<file path="config.mk">
export PLATFORM = sky130hd
export DESIGN_NAME = button_shaper
export DESIGN_NICKNAME = d
export VERILOG_FILES = /design/src/rtl/button_shaper.sv
export SDC_FILE = /design/constraint.sdc
export NUM_CORES = 1
export LEC_CHECK = 0
export CAP_MARGIN = 30
export CORE_MARGIN = 2
export CORE_UTILIZATION = 35
export CTS_CLUSTER_DIAMETER = 30
export DETAILED_ROUTE_END_ITERATION = 12
export PLACE_DENSITY = 0.59
export SYNTH_ARGS = -nofsm -noshare
export SYNTH_HDL_FRONTEND = slang
export SYNTH_SLANG_ARGS = --single-unit
</file>
<file path="constraint.sdc">
create_clock -name clk -period 2.71 [get_ports clk]
set_input_delay 0.542 -clock clk [delete_from_list [all_inputs] [get_ports clk]]
set_output_delay 0.542 -clock clk [all_outputs]
set_load 0.005 [all_outputs]
</file>
<file path="src/rtl/button_shaper.sv">
// button_shaper: turns one raw, active-low, bouncing pushbutton into a
// one-cycle press pulse (B) and a debounced pressed level (held).
// Optional auto-repeat (extra B pulses while held) is compiled in when the
// macro BUTTON_REPEAT_EN is defined; without it there is one pulse per press.
module button_shaper #(
  parameter int DB_CYCLES     = 1000000,
  parameter int REPEAT_DELAY  = 25000000,
  parameter int REPEAT_PERIOD = 10000000,
  parameter int CNT_W         = 25
) (
  input  logic clk,
  input  logic rst,
  input  logic btn_n,
  output logic B,
  output logic held
);

  typedef enum logic [1:0] {
    IDLE       = 2'd0,
    DB_PRESS   = 2'd1,
    PRESSED    = 2'd2,
    DB_RELEASE = 2'd3
  } state_t;

  localparam logic [CNT_W-1:0] DB_LAST = CNT_W'(DB_CYCLES - 1);

  // Reject parameter sets the counters cannot represent or that would let
  // B stay high on consecutive cycles.
  if (DB_CYCLES < 2 || REPEAT_DELAY < 2 || REPEAT_PERIOD < 2 || CNT_W < 1 ||
      CNT_W > 30 || (DB_CYCLES - 1) > ((1 << CNT_W) - 1) ||
      (REPEAT_DELAY - 1) > ((1 << CNT_W) - 1) ||
      (REPEAT_PERIOD - 1) > ((1 << CNT_W) - 1)) begin : g_bad_params
    $error("button_shaper: invalid DB_CYCLES/REPEAT_*/CNT_W combination");
  end

  logic btn_n_p0;
  logic btn_n_p1;
  logic s;
  state_t state;
  logic [CNT_W-1:0] cnt;

  // Two-flop synchronizer; both stages rest at 1 (released).
  always_ff @(posedge clk or negedge rst) begin
    if (!rst) begin
      btn_n_p0 <= 1'b1;
      btn_n_p1 <= 1'b1;
    end else begin
      btn_n_p0 <= btn_n;
      btn_n_p1 <= btn_n_p0;
    end
  end

  assign s = btn_n_p1;

`ifdef BUTTON_REPEAT_EN
  localparam logic [CNT_W-1:0] RPT_DELAY_LAST  = CNT_W'(REPEAT_DELAY - 1);
  localparam logic [CNT_W-1:0] RPT_PERIOD_LAST = CNT_W'(REPEAT_PERIOD - 1);

  logic [CNT_W-1:0] rpt;
  logic             rpt_first;
`endif

  // Debounce FSM; B and held are registered straight from the transition taken.
  always_ff @(posedge clk or negedge rst) begin
    if (!rst) begin
      state <= IDLE;
      cnt   <= '0;
      B     <= 1'b0;
      held  <= 1'b0;
`ifdef BUTTON_REPEAT_EN
      rpt       <= '0;
      rpt_first <= 1'b1;
`endif
    end else begin
      B <= 1'b0;
      case (state)
        IDLE: begin
          held <= 1'b0;
          if (!s) begin
            state <= DB_PRESS;
            cnt   <= '0;
          end
        end
        DB_PRESS: begin
          held <= 1'b0;
          if (s) begin
            state <= IDLE;
            cnt   <= '0;
          end else if (cnt == DB_LAST) begin
            state <= PRESSED;
            B     <= 1'b1;
            held  <= 1'b1;
`ifdef BUTTON_REPEAT_EN
            rpt       <= '0;
            rpt_first <= 1'b1;
`endif
          end else begin
            cnt <= cnt + 1'b1;
          end
        end
        PRESSED: begin
          held <= 1'b1;
          if (s) begin
            state <= DB_RELEASE;
            cnt   <= '0;
          end else begin
`ifdef BUTTON_REPEAT_EN
            // First repeat waits the long delay, later ones the short period.
            if (rpt == (rpt_first ? RPT_DELAY_LAST : RPT_PERIOD_LAST)) begin
              B         <= 1'b1;
              rpt       <= '0;
              rpt_first <= 1'b0;
            end else begin
              rpt <= rpt + 1'b1;
            end
`endif
          end
        end
        DB_RELEASE: begin
          held <= 1'b1;
          if (!s) begin
            // Release was a glitch: back to held, no new press pulse.
            state <= PRESSED;
`ifdef BUTTON_REPEAT_EN
            rpt       <= '0;
            rpt_first <= 1'b1;
`endif
          end else if (cnt == DB_LAST) begin
            state <= IDLE;
            held  <= 1'b0;
          end else begin
            cnt <= cnt + 1'b1;
          end
        end
        default: begin
          state <= IDLE;
          held  <= 1'b0;
          cnt   <= '0;
        end
      endcase
    end
  end

endmodule
</file>
======== Word level (Yosys, flattened, before mapping) ========
Cells that the tools add are included.
storage, ports and cells
  output and inout port bits .............. 2
  input bits .............................. 3
  word-level logic and storage cells ...... 38
  bits in registers ....................... 31
cells by class
  $add $sub $neg .......................... 1
  equal/unequal tests ..................... 9
  mux-type cells .......................... 19
  reduce and logical (&&, ||, !) cells .... 3
operators with widths
  kind                                                                number
  25-bit two-way mux                                                  5
  25-bit case mux with 4 select lines                                 1
  25-bit by 1-bit adder with 25-bit output (second input constant)    1
  25-bit by 20-bit == test with 1-bit output (second input constant)  1
  2-bit two-way mux                                                   6
  2-bit case mux with 4 select lines                                  1
  2-bit != test (second input constant)                               3
  3-bit != test (second input constant)                               2
  1-bit two-way mux                                                   5
  2-bit == test (second input constant)                               2
  1-bit case mux with 4 select lines                                  1
  4-bit AND reduction                                                 1
  3-bit AND reduction                                                 1
  2-bit by 1-bit == test with 1-bit output (second input constant)    1
  2-bit logical NOT                                                   1

======== Depth between registers and ports, before layout ========
  depth in word-level cells ............... 4
  mapped depth ............................ 8
  depth with buffers taken out ............ 6

======== Least setup slack after synthesis ========
OpenSTA, ideal clock, no wires.
  path type ............................... register to register
  from .................................... register cnt[0]
  to ...................................... register cnt[6]
  clock period less this slack ............ 1.785 ns
  arrival time ............................ 1.716 ns
  cell stages (with the launch flop) ...... 7
  library setup time ...................... 0.069 ns
  setup slack ............................. 0.925 ns
  required time ........................... 2.641 ns
  buffers on the path ..................... 0
  path through ............................ dfrtp_1 > ha_1 > and3_1 > nand3_2 > o211ai_1 > or4_2 > nand3_1
on the way
  longest elaborated chain between the ends .. 4
  elaborated cells on any way between the ends .. 6
  those cells by class .................... 1 x add/sub; 1 x eq/ne; 4 x mux
RTL lines
  element                                                                                                 RTL line  text
  from (decl)                                                                                             40        logic [CNT_W-1:0] cnt;
  from (signal assigned)                                                                                  98        cnt <= cnt + 1'b1;
  from (signal assigned)                                                                                  132       cnt <= cnt + 1'b1;
  25-bit by 1-bit adder with 25-bit output or 25-bit by 20-bit == test with 1-bit output (tied branches)  -
  25-bit two-way mux (*)                                                                                  89, 128
  25-bit two-way mux, on equally long branches                                                            121, 86
  25-bit case mux with 4 select lines (*)                                                                 76        case (state)
Every way passes the cells marked *; elsewhere a longest branch is shown, timed or not. The select of a mux whose other input is x is not followed.
A chain may end at the register's enable or synchronous reset.

======== Final worst setup path ========
  from .................................... register cnt[0]
  to ...................................... register cnt[24]
The elaborated chain is that of the path after synthesis.

==> run_results.csv <==
group,metric,value,unit
synth,yosysWarningCount,0,
sta,layout_min_cycle_time,1.980,ns
placement,post-dp-hpwl,2523,um
sta,final-max-slew-violation-count,0,
synth,number_of_enable_flip_flop_cells_after_synthesis,0,
synth,synth-simple-area-share,26.30,%
sta,clock-skew-final,0.007413,ns
clocking,longest_clk_path_bufs,2,
synth,synth_compound_gate_area_share,21.03,%
clocking,clk_tree_root_cell,"sky130_fd_sc_hd__clkbuf_8",
clocking,clock-sinks,31,
synth,synth_top_family_by_area,"simple AND/OR/NAND/NOR gates",
sta,grt_setup_unrepaired,"no",
worst_setup_path,cp.required,2.92,ns
layout,antenna_diode_count,0,
synth,dominant_register_cell_in_the_synthesized_netlist,"sky130_fd_sc_hd__dfrtp_1",
floorplan,design.portCount,5,
synth,synth.mux.area_fraction,0,%
placement,gp_congestion,0.7608,
sta,final_worst_path_setup_slack,0.7299,ns
synth,synth-seq-cells,31,
sta,worst_pin_slew,0.6579,ns
global_route,first_global_vias,1251,
sta,slew_headroom,56.14,%
placement,numPortBuffers,4,
synth,synth-adder-area-share,0.7128,%
synth,syn_inst_count,190,
pwr,totalPowerFinal,0.9462,mW
sta,post-route-period-util,73.07,%
clocking,post-cts-setup-buffers,0,
clocking,cts_hold_repair.buffers,0,
detailed_routing,viasPerCell,5.567,
clocking,cts_htree_levels,2,
pwr,pwr_density_cell,487.9,nW/um^2
worst_setup_path,worst_path_class_setup,"flop to flop",
clocking,post_cts_resize_count,0,
layout,fillCellCount,470,
global_route,track_usage,14.74,%
clocking,clkTransAtPathRegs,0.07,ns
global_route,globalRouteMet3Util,4.016,%
synth,syn-mean-instance-area,9.239,um^2
pwr,vdd_ir_drop_max,0.0002057,V
floorplan,dieWidth,74.82,um
floorplan,initial_utilization,36.68,%
layout,regArea,778.2,um^2
sta,max_freq,505.0,MHz
global_route,overflow,0,
clocking,cts_tree,"done",
floorplan,dieArea,5598,um^2
detailed_routing,route.final.wire_length,3743,um
worst_setup_path,crit_path_max_fanout,12,
detailed_routing,remaining_drc_errors,0,
layout,multi_input_gate_area,895.9,um^2
global_route,maximum_number_of_pins_on_one_net_before_global_route_repair,32,
detailed_routing,drt.antenna.violating_nets,0,
global_route,grt.met2_usage,19.40,%
global_route,busiest_layer,"met1",
synth,synth.distinct_cells,46,
sta,timing.final.hold_violations,0,
clocking,clock_insertion_delay_worst_skew,0.29,ns
synth,syn-num-nets,194,
layout,finalNetCount,197,
global_route,antenna_violations_before_repair,0,
global_route,groute.layer.met1.usage,22.18,%
detailed_routing,detail_route.iter0.violations,142,
detailed_routing,routedWlPerCell,14.34,um
sta,setup-violations-final,0,
synth,synth-seq-area-share,44.33,%
outcome,result_of_the_run,"finished, final reports clean",
global_route,grt_first_pass_wirelength,6258,um
layout,syn2layout_area_growth,10.48,%
floorplan,die_h,74.82,um
synth,synthXorXnorAreaFrac,2.994,%
worst_setup_path,timing.critical_path.from_type,"flop",
synth,synth_area,1755,um^2
hold_path,hold_class,"flop to flop",
floorplan,floorplan.rows,25,
synth,synthArstFlopShare,100.0,%
run,max-cap-violations,0,
worst_setup_path,timing.critical_path.to_type,"flop",
worst_setup_path,crit_arrival,2.19,ns
pwr,leakagePower,0.7719,nW
clocking,cts_made_buffers,5,
detailed_routing,drt_pre_antenna_iters,4,
floorplan,core_region_area,4786,um^2
sta,timing.setup.tns,0,ns
detailed_routing,route.vias.total,1453,
layout,fraction_of_final_layout_cells_sized_beyond_drive_strength_1,10.82,%
placement,post-place-ws,0.7138,ns
## state kept, by name (all words and copies together) (netlist names), named ones only
signal and count:
btn_n_p0 1, state 1, cnt 25, B 1, held 1, btn_n_p1 1
## through the flow
stage	instance area (um^2)	hold WS, ns	util [%]	cells
after global placement	1839	0.3540	38.43	253
after detailed placement	1839	0.3473	38.43	253
after global routing	1939	0.3611	40.52	261
after floorplan	1755	0.2464	-	190
final	1939	0.3550	40.52	261
after CTS	1939	0.3571	40.52	261
## per-layer routing
layer / part of all wire (%) / routed length [um]
met1: 52 / 1960
met2: 43 / 1601
met3: 3.3 / 124
met4: 1.5 / 57
met5: 0 / 0
## critical path, stage by stage, from the launching register on
cell,delay [ns]
sky130_fd_sc_hd__dfrtp_1,0.42
sky130_fd_sc_hd__ha_1,0.23
sky130_fd_sc_hd__and3_1,0.19
sky130_fd_sc_hd__and3_1,0.42
sky130_fd_sc_hd__nand4_1,0.16
sky130_fd_sc_hd__or4_1,0.41
sky130_fd_sc_hd__o21ai_0,0.08
## Yosys cell counts, drive strengths merged (3+ instances only)
master  number  area [um^2]
and3         8        51.30
o211ai       4        30.03
o31ai        4        30.03
nand2b       3        18.77
dfrtp       29        725.7
a31oi        9        56.30
and4         3        26.28
nor2         9        33.78
a21oi        4        20.02
nand3       12        65.06
xor2         5        43.79
inv          5        18.77
o21ai       23        115.1
nand2       17        63.81
or4          4        31.28
nand4        9        62.56
buf          9        53.80
and2         4        25.02
## cells by family after synthesis
family / Yosys count
and+or+nand+nor: 78
AOI/OAI and AO/OA: 58
DFF: 31
adders and majority gates: 1
xor gates and xnor gates: 6
buffers and inverters: 16
## final cells by class
| class | instances | area share (%) |
|---|---|---|
| clock buffer | 8 | 5.161 |
| inverter | 5 | 0.9677 |
| multi-input combinational | 143 | 46.19 |
| sequential | 31 | 40.13 |
| tap | 67 | 4.323 |
| timing repair buffer | 7 | 3.226 |
## power by group
part           internal (mW)  switching (mW)  leakage [nW]  total (mW)
clock                  0.232           0.169        0.0515       0.401
combinational         0.0215          0.0363         0.298      0.0578
sequential             0.474          0.0134         0.422       0.488
## cell usage in the layout (no fill, tap or decap), types with 2 or more instances in the layout
| cell | n |
|---|---|
| sky130_fd_sc_hd__o211ai_1 | 4 |
| sky130_fd_sc_hd__clkbuf_8 | 7 |
| sky130_fd_sc_hd__o21ai_0 | 22 |
| sky130_fd_sc_hd__a211o_1 | 2 |
| sky130_fd_sc_hd__inv_1 | 5 |
| sky130_fd_sc_hd__a211oi_1 | 2 |
| sky130_fd_sc_hd__nand4_1 | 8 |
| sky130_fd_sc_hd__o31ai_1 | 4 |
| sky130_fd_sc_hd__o2111ai_1 | 2 |
| sky130_fd_sc_hd__nand2_1 | 17 |
| sky130_fd_sc_hd__nor3b_1 | 2 |
| sky130_fd_sc_hd__buf_4 | 3 |
| sky130_fd_sc_hd__nor4_2 | 2 |
| sky130_fd_sc_hd__a31oi_1 | 9 |
| sky130_fd_sc_hd__dfrtp_1 | 29 |
| sky130_fd_sc_hd__a41oi_1 | 2 |
| sky130_fd_sc_hd__or4_1 | 3 |
| sky130_fd_sc_hd__clkdlybuf4s50_1 | 4 |
| sky130_fd_sc_hd__and2_1 | 4 |
| sky130_fd_sc_hd__nor2_1 | 9 |
| sky130_fd_sc_hd__dfstp_2 | 2 |
| sky130_fd_sc_hd__xor2_1 | 5 |
| sky130_fd_sc_hd__nand3_1 | 11 |
| sky130_fd_sc_hd__o41ai_1 | 2 |
| sky130_fd_sc_hd__and4_1 | 3 |
| sky130_fd_sc_hd__a21oi_1 | 4 |
| sky130_fd_sc_hd__nand2b_1 | 3 |
| sky130_fd_sc_hd__and3_1 | 7 |
## worst paths after layout
check | from | end | slack [ns] | cells after the start
min in group asynchronous | rst | cnt[8]$_DFFE_PN0P_ | 0.65 | 2
max in group asynchronous | rst | btn_n_p1$_DFF_PN1_ | 1.74 | 2
worst min register to register | btn_n_p0$_DFF_PN1_ | btn_n_p1$_DFF_PN1_ | 0.36 | 0
worst max-delay path | cnt[0]$_DFFE_PN0P_ | cnt[24]$_DFFE_PN0P_ | 0.73 | 6
worst min-delay path | btn_n_p0$_DFF_PN1_ | btn_n_p1$_DFF_PN1_ | 0.36 | 0
worst max register to register | cnt[0]$_DFFE_PN0P_ | cnt[24]$_DFFE_PN0P_ | 0.73 | 6
(Power assumes the default switching activity.)
